$ cat config.mk
export PLATFORM = sky130hd
export DESIGN_NAME = alu_share_arbiter
export DESIGN_NICKNAME = d
export VERILOG_FILES = /design/src/rtl/alu_share_arbiter.sv
export SDC_FILE = /design/constraint.sdc
export NUM_CORES = 1
export LEC_CHECK = 0
export CAP_MARGIN = 20
export CORE_AREA = 3 3 142 144
export CTS_BUF_LIST = sky130_fd_sc_hd__clkbuf_8 sky130_fd_sc_hd__clkbuf_16
export CTS_CLUSTER_SIZE = 28
export DETAILED_ROUTE_END_ITERATION = 10
export DIE_AREA = 0 0 145 147
export PLACE_DENSITY = 0.56
export SLEW_MARGIN = 10
export SYNTH_ARGS = -nofsm -noshare
export SYNTH_HDL_FRONTEND = slang
export SYNTH_SLANG_ARGS = --single-unit
export TNS_END_PERCENT = 5
$ cat constraint.sdc
create_clock -name clk -period 2.5 [get_ports clk]
set_clock_uncertainty 0.2 [all_clocks]
set_input_delay 0.5 -clock clk [delete_from_list [all_inputs] [get_ports clk]]
set_output_delay 0.5 -clock clk [all_outputs]
set_load 0.02 [all_outputs]
$ cat src/rtl/alu_share_arbiter.sv
// -----------------------------------------------------------------------------
// alu_share_arbiter
//
// Lets two requesters share one combinational MIPS ALU. Requester 0 is the
// pipeline EX stage, requester 1 the branch/auxiliary unit. One request is
// granted per cycle. The granted request's instruction and operands are driven
// to the ALU. The ALU result and flags are captured into a one-entry response
// buffer, which is returned with a valid/ready handshake tagged by requester.
//
// Build option:
//   ALU_ARB_FIXED_PRIO_EN  defined   -> requester 0 always wins contention
//                          undefined -> round-robin (default)
//
// Ports:
//   clk                      single clock, rising edge
//   reset                    asynchronous active-high reset
//   flush                    drops the buffered response, blocks grants this cycle
//   req_valid[1:0]           request present, bit i = requester i
//   req_ready[1:0]           one-hot grant (combinational)
//   req0_instr/a/b           requester 0 instruction and operands
//   req1_instr/a/b           requester 1 instruction and operands
//   alu_instr/a/b            to ALU; granted fields, zero when no grant
//   alu_result, alu_flags    from ALU (flags: [2] zero, [1] negative, [0] ovf)
//   rsp_valid[1:0]           one-hot owner of the buffered response
//   rsp_result, rsp_flags    buffered response
//   rsp_ready[1:0]           requester i accepts the response
// -----------------------------------------------------------------------------
module alu_share_arbiter #(
   parameter int DATA_W = 32,
   parameter int FLAG_W = 3
) (
   input  logic              clk,
   input  logic              reset,
   input  logic              flush,
   input  logic [1:0]        req_valid,
   output logic [1:0]        req_ready,
   input  logic [DATA_W-1:0] req0_instr,
   input  logic [DATA_W-1:0] req0_a,
   input  logic [DATA_W-1:0] req0_b,
   input  logic [DATA_W-1:0] req1_instr,
   input  logic [DATA_W-1:0] req1_a,
   input  logic [DATA_W-1:0] req1_b,
   output logic [DATA_W-1:0] alu_instr,
   output logic [DATA_W-1:0] alu_a,
   output logic [DATA_W-1:0] alu_b,
   input  logic [DATA_W-1:0] alu_result,
   input  logic [FLAG_W-1:0] alu_flags,
   output logic [1:0]        rsp_valid,
   output logic [DATA_W-1:0] rsp_result,
   output logic [FLAG_W-1:0] rsp_flags,
   input  logic [1:0]        rsp_ready
);

   typedef enum logic {
      EMPTY = 1'b0,
      FULL  = 1'b1
   } state_t;

   state_t            state_reg;
   logic              owner_reg;
   logic [DATA_W-1:0] result_reg;
   logic [FLAG_W-1:0] flags_reg;
`ifndef ALU_ARB_FIXED_PRIO_EN
   // Index of the requester granted most recently; reset to 1 so that
   // requester 0 wins the first contention.
   logic              last_reg;
`endif

   logic drain;
   logic grant_ok;
   logic grant_any;
   logic grant_idx;

   // Buffer drains only on the owner's ready; the other bit is ignored.
   // A slot is available when empty or when the current response leaves
   // this cycle, which gives back-to-back operation at one op per cycle.
   always_comb begin
      drain     = (state_reg == FULL) && rsp_ready[owner_reg];
      grant_ok  = !flush && ((state_reg == EMPTY) || drain);
      grant_any = grant_ok && (req_valid != 2'b00);
`ifdef ALU_ARB_FIXED_PRIO_EN
      grant_idx = !req_valid[0];
`else
      if (req_valid == 2'b11) begin
         grant_idx = !last_reg;
      end else begin
         grant_idx = !req_valid[0];
      end
`endif
   end

   genvar gi;
   generate
      for (gi = 0; gi < 2; gi++) begin : g_onehot
         assign req_ready[gi] = grant_any && (grant_idx == 1'(gi));
         assign rsp_valid[gi] = (state_reg == FULL) && (owner_reg == 1'(gi));
      end
   endgenerate

   // The ALU sees zeros unless a grant is actually issued this cycle.
   always_comb begin
      alu_instr = '0;
      alu_a     = '0;
      alu_b     = '0;
      if (grant_any) begin
         if (grant_idx) begin
            alu_instr = req1_instr;
            alu_a     = req1_a;
            alu_b     = req1_b;
         end else begin
            alu_instr = req0_instr;
            alu_a     = req0_a;
            alu_b     = req0_b;
         end
      end
   end

   always_ff @(posedge clk or posedge reset) begin
      if (reset) begin
         state_reg  <= EMPTY;
         owner_reg  <= 1'b0;
         result_reg <= '0;
         flags_reg  <= '0;
`ifndef ALU_ARB_FIXED_PRIO_EN
         last_reg   <= 1'b1;
`endif
      end else begin
         if (flush) begin
            // Response discarded even if it was being drained.
            state_reg <= EMPTY;
         end else if (grant_any) begin
            state_reg  <= FULL;
            owner_reg  <= grant_idx;
            result_reg <= alu_result;
            flags_reg  <= alu_flags;
`ifndef ALU_ARB_FIXED_PRIO_EN
            last_reg   <= grant_idx;
`endif
         end else if (drain) begin
            state_reg <= EMPTY;
         end
      end
   end

   assign rsp_result = result_reg;
   assign rsp_flags  = flags_reg;

endmodule

* Word-level counts from Yosys, hierarchy flattened *
Cells that the tools add are included.

cells by class
  magnitude comparators = 1
  bitwise gates (word level) = 4
  eq/ne operators = 1
  reductions and logical operators = 14
  mux-type cells = 12

operators with widths
  operator                                                     number
  two-way mux 32 bit                                           6
  logical AND 1 bit                                            7
  two-way mux 1 bit                                            6
  inverter 1 bit                                               4
  logical NOT 1 bit                                            3
  nonzero test 3 bit                                           1
  == test 2 bit (second input constant)                        1
  less-than comparator 1 x 2 -> 1 bit (second input constant)  1
  AND reduction 2 bit                                          1
  nonzero test 2 bit                                           1
  logical OR 1 bit                                             1

storage, ports and cells
  register bits = 38
  output and inout bits = 135
  word-level logic and storage cells = 37

* Depth between registers and ports, before layout *
Gate-level depths: netlist of the first run.

  depth in word-level cells = 8
  mapped depth = 6
  depth with buffers taken out = 3

* Least setup slack after synthesis of the first run *
OpenSTA, ideal clock, no wires.

  kind = input-to-output
  start = in req_valid[0]
  end = out alu_b[10]
  slack = 0.108 ns
  buffers on the path = 3
  required time = 1.800 ns
  cell stages on the path = 6
  arrival = 1.692 ns
  path through = buf_2 > inv_2 > clkbuf_1 > clkbuf_1 > o21ai_0 > a21oi_1

on the way
  longest elaborated chain between the ends = 4
  elaborated cells between the ends (all ways) = 7

RTL lines
  element                                                    line    text
  from (decl)                                                35      input logic [1:0] req_valid,
  == test 2 bit / logical NOT 1 bit (equally long branches)  84, 87
  two-way mux 1 bit                                          84      if (req_valid == 2'b11) begin
  two-way mux 32 bit                                         106     if (grant_idx) begin
  two-way mux 32 bit (*)                                     105     if (grant_any) begin
  to (decl)                                                  45      output logic [DATA_W-1:0] alu_b,

Mark *: on every way between the ends. The rest lies on a longest branch, timed or not.

* Worst setup path in the final report of the first run *
  start = reg last_reg
  end = out alu_b[0]

on the way
  longest elaborated chain between the ends = 4

RTL lines
  element                 line  text
  from (decl)             66    logic last_reg;
  from (signal assigned)  137   last_reg <= grant_idx;
  logical NOT 1 bit       85    grant_idx = !last_reg;
  two-way mux 1 bit       84
  two-way mux 32 bit      106
  two-way mux 32 bit      105

No other way between the ends.

==> results of run 1 <==
[cell usage in the layout (no fill, tap or decap), types with 9 or more instances in the layout]
cell type and instances:
clkbuf_16 9, buf_12 13, buf_6 33, o21ai_0 92, nand3b_1 96, clkdlybuf4s50_1 265, mux2_2 31, buf_4 70
a21oi_1 58, a21oi_2 37, dfrtp_1 37, buf_2 25
[synthesized netlist by cell type, drive strengths merged]
library cell	instances	share of area [%]
a21oi	98	14
o21ai	98	15
nand3b	96	21
clkbuf	38	4.2
dfrtp	37	27
mux2	37	12
buf	18	3.5
nor2	4	0.44
inv	3	0.33
nand2b	2	0.36
and2	1	0.18
and2b	1	0.22
dfstp	1	0.77
nor2b	1	0.18
o21ba	1	0.29
o21bai	1	0.22
o31ai	1	0.22
[layer usage]
| layer | up-vias | track usage, % | wire (um) |
|---|---|---|---|
| li1 | 2343 | - | - |
| met1 | 2281 | 22.2 | 8630 |
| met2 | 250 | 28.7 | 9610 |
| met3 | 23 | 4.19 | 1520 |
| met4 | 0 | 3.90 | 335 |
| met5 | - | 0 | 0 |
[where the power goes]
group / total (uW) / internal, uW / switching (uW) / leakage (uW)
Sequential: 818 / 750 / 68.0 / 0.000444
Clock: 714 / 467 / 247 / 0.0000836
Combinational: 2230 / 1200 / 1020 / 0.00261
Total: 3760 / 2420 / 1340 / 0.00314
[final cells by class]
cell class	count	area [um^2]	share of cell area, %
Clock inverter	3	40.0	0.495
Multi-Input combinational cell	341	2390	29.5
Inverter	3	11.3	0.139
Timing Repair Buffer	421	4240	52.5
Tap cell	260	325	4.02
Clock buffer	5	125	1.55
Sequential cell	38	952	11.8
[worst max-delay path: stages, from the launching register on]
cell and delay (ns):
dfstp_2 0.52, and2b_4 0.22, buf_4 0.15, buf_12 0.15, nand3b_1 0.22, a21oi_2 0.14, buf_4 0.15
[worst paths after layout]
check / start / endpoint / slack, ns / depth (start not counted)
setup / recovery: last_reg / alu_b[0] / -0.06 / 6
hold / removal: rsp_result[11] / rsp_result[11] / 0.29 / 1
setup reg to reg: owner_reg / rsp_result[21] / 0.30 / 6
hold reg to reg: rsp_result[11] / rsp_result[11] / 0.29 / 1
max in group asynchronous: reset / last_reg / 1.31 / 3
min in group asynchronous: reset / rsp_result[23] / 0.44 / 3
[cells by family after synthesis]
logic type      share of synthesized area (%)
simple gates                             22.4
flops                                    27.8
compound gates                           29.7
buf+inv                                  7.95
mux                                      12.3
[through the flow]
step | hold slack [ns] | std cells
floorplan | 0.361 | 438
global placement | 0.276 | 1037
detailed placement | 0.288 | 1037
CTS | 0.300 | 1058
global route | 0.316 | 1071
finish | 0.294 | 1071
[repair_timing]
item,4_1_cts,5_1_grt
gates resized for setup,450,121
setup endpoints to repair,98,96
hold buffers,0,0
pin swaps,1,2
buffers inserted,8,10
gates cloned,5,6
==> results.sh, run 1 <==
export IMPL_synth_nets=672
export IMPL_power_uw=3760
export IMPL_critPathArrivalTime_ns=1.86
export IMPL_cp_required_ns=1.80
export IMPL_ir_drop_uv=560
export IMPL_tns_ns=-1.01
export IMPL_grt_setup_unrepaired="true"
export IMPL_layout_min_cycle_time_ns=2.56
export IMPL_grt_pass1_vias=4898
export IMPL_rows=50
export IMPL_yosysWarnings=0
export IMPL_slew_viol_final=0
export IMPL_totalWireLength_um=20100
export IMPL_grt_usage_pct=17.0
export IMPL_cts_clk_slew_worst_paths_ns=0.06
export IMPL_cts_buffer_depth=2
export IMPL_chipWidth_um=145
export IMPL_die_h_um=147
export IMPL_synth_seq_cells=38
export IMPL_synth_cells=438
export IMPL_path_class="flop to output pin"
export IMPL_io_buffers=368
export IMPL_grt_max_degree=56
export IMPL_grt_pass1_wl_um=29800
export IMPL_finalHoldViolations=0
export IMPL_root_buffer="clkbuf_16"
export IMPL_violations="negative setup slack"
export IMPL_clock_sinks=38
export IMPL_finalInstanceArea_um2=8080
export IMPL_grt_ovfl_total=0
export IMPL_avgRoutedWirePerCell_um=18.8
export IMPL_setup_viol=44
export IMPL_htreeDepth=2
export IMPL_yosysSeqAreaShare_pct=27.8
export IMPL_cp_end_kind="output pin"
export IMPL_worstSetupStartpointType="flop"
export IMPL_avgSynthCellArea_um2=7.83
export IMPL_core_area_um2=18800
export IMPL_drc=0
export IMPL_antenna_cells=0
export IMPL_drive_gt1_share_pct=29.2
export IMPL_start_util_pct=18.2
export IMPL_drtIter0Drc=225
export IMPL_hold_path_class="flop to flop"
export IMPL_vias=4897
export IMPL_dr_pass1_iters=6
export IMPL_io_pins=369
export IMPL_post_dp_cell_area_um2=7490
export IMPL_place_congestion=0.801
export IMPL_relSlewSlack_pct=67.7
export IMPL_cts_inserted_buffers=5
export IMPL_layout_nets=1044
export IMPL_synth_cell_types=23
export IMPL_cts_tree="built"
export IMPL_routed_via_density=4.57
export IMPL_largest_reg_flops=32
export IMPL_worst_slack_ns=-0.0636
export IMPL_status="finished with violations"
export IMPL_clock_latency_ns=0.28
export IMPL_preCtsSetupSlack_ns=-0.672
export IMPL_dieArea_um2=21300
export IMPL_final_util_pct=42.9
export IMPL_antenna_found_initial=0
export IMPL_power_leakage_uw=0.00314
export IMPL_postRouteAntennaNets=0
export IMPL_worst_pin_slew_ns=0.484
export IMPL_final_period_utilization_pct=103
export IMPL_power_density_nw_per_um2=465
export IMPL_fillers=1892
export IMPL_drv_cap=0
export IMPL_critPathMaxFanout=40
export IMPL_syn_cell_area_um2=3430
export IMPL_dp_hpwl_um=13800
export IMPL_syn2layout_area_growth_pct=136
export IMPL_fmax_mhz=390
No activity file was read; power rests on OpenSTA's default activity.
==> run 2: changes to the inputs <==
--- a/config.mk
+++ b/config.mk
@@ -11,6 +11,7 @@
 export CTS_CLUSTER_SIZE = 28
 export DETAILED_ROUTE_END_ITERATION = 10
 export DIE_AREA = 0 0 145 147
+export HOLD_SLACK_MARGIN = 0.03
 export PLACE_DENSITY = 0.56
 export SLEW_MARGIN = 10
 export SYNTH_ARGS = -nofsm -noshare
==> results of run 2 <==
Same layout as run 1: the final DEF is identical, and so are final timing and power.
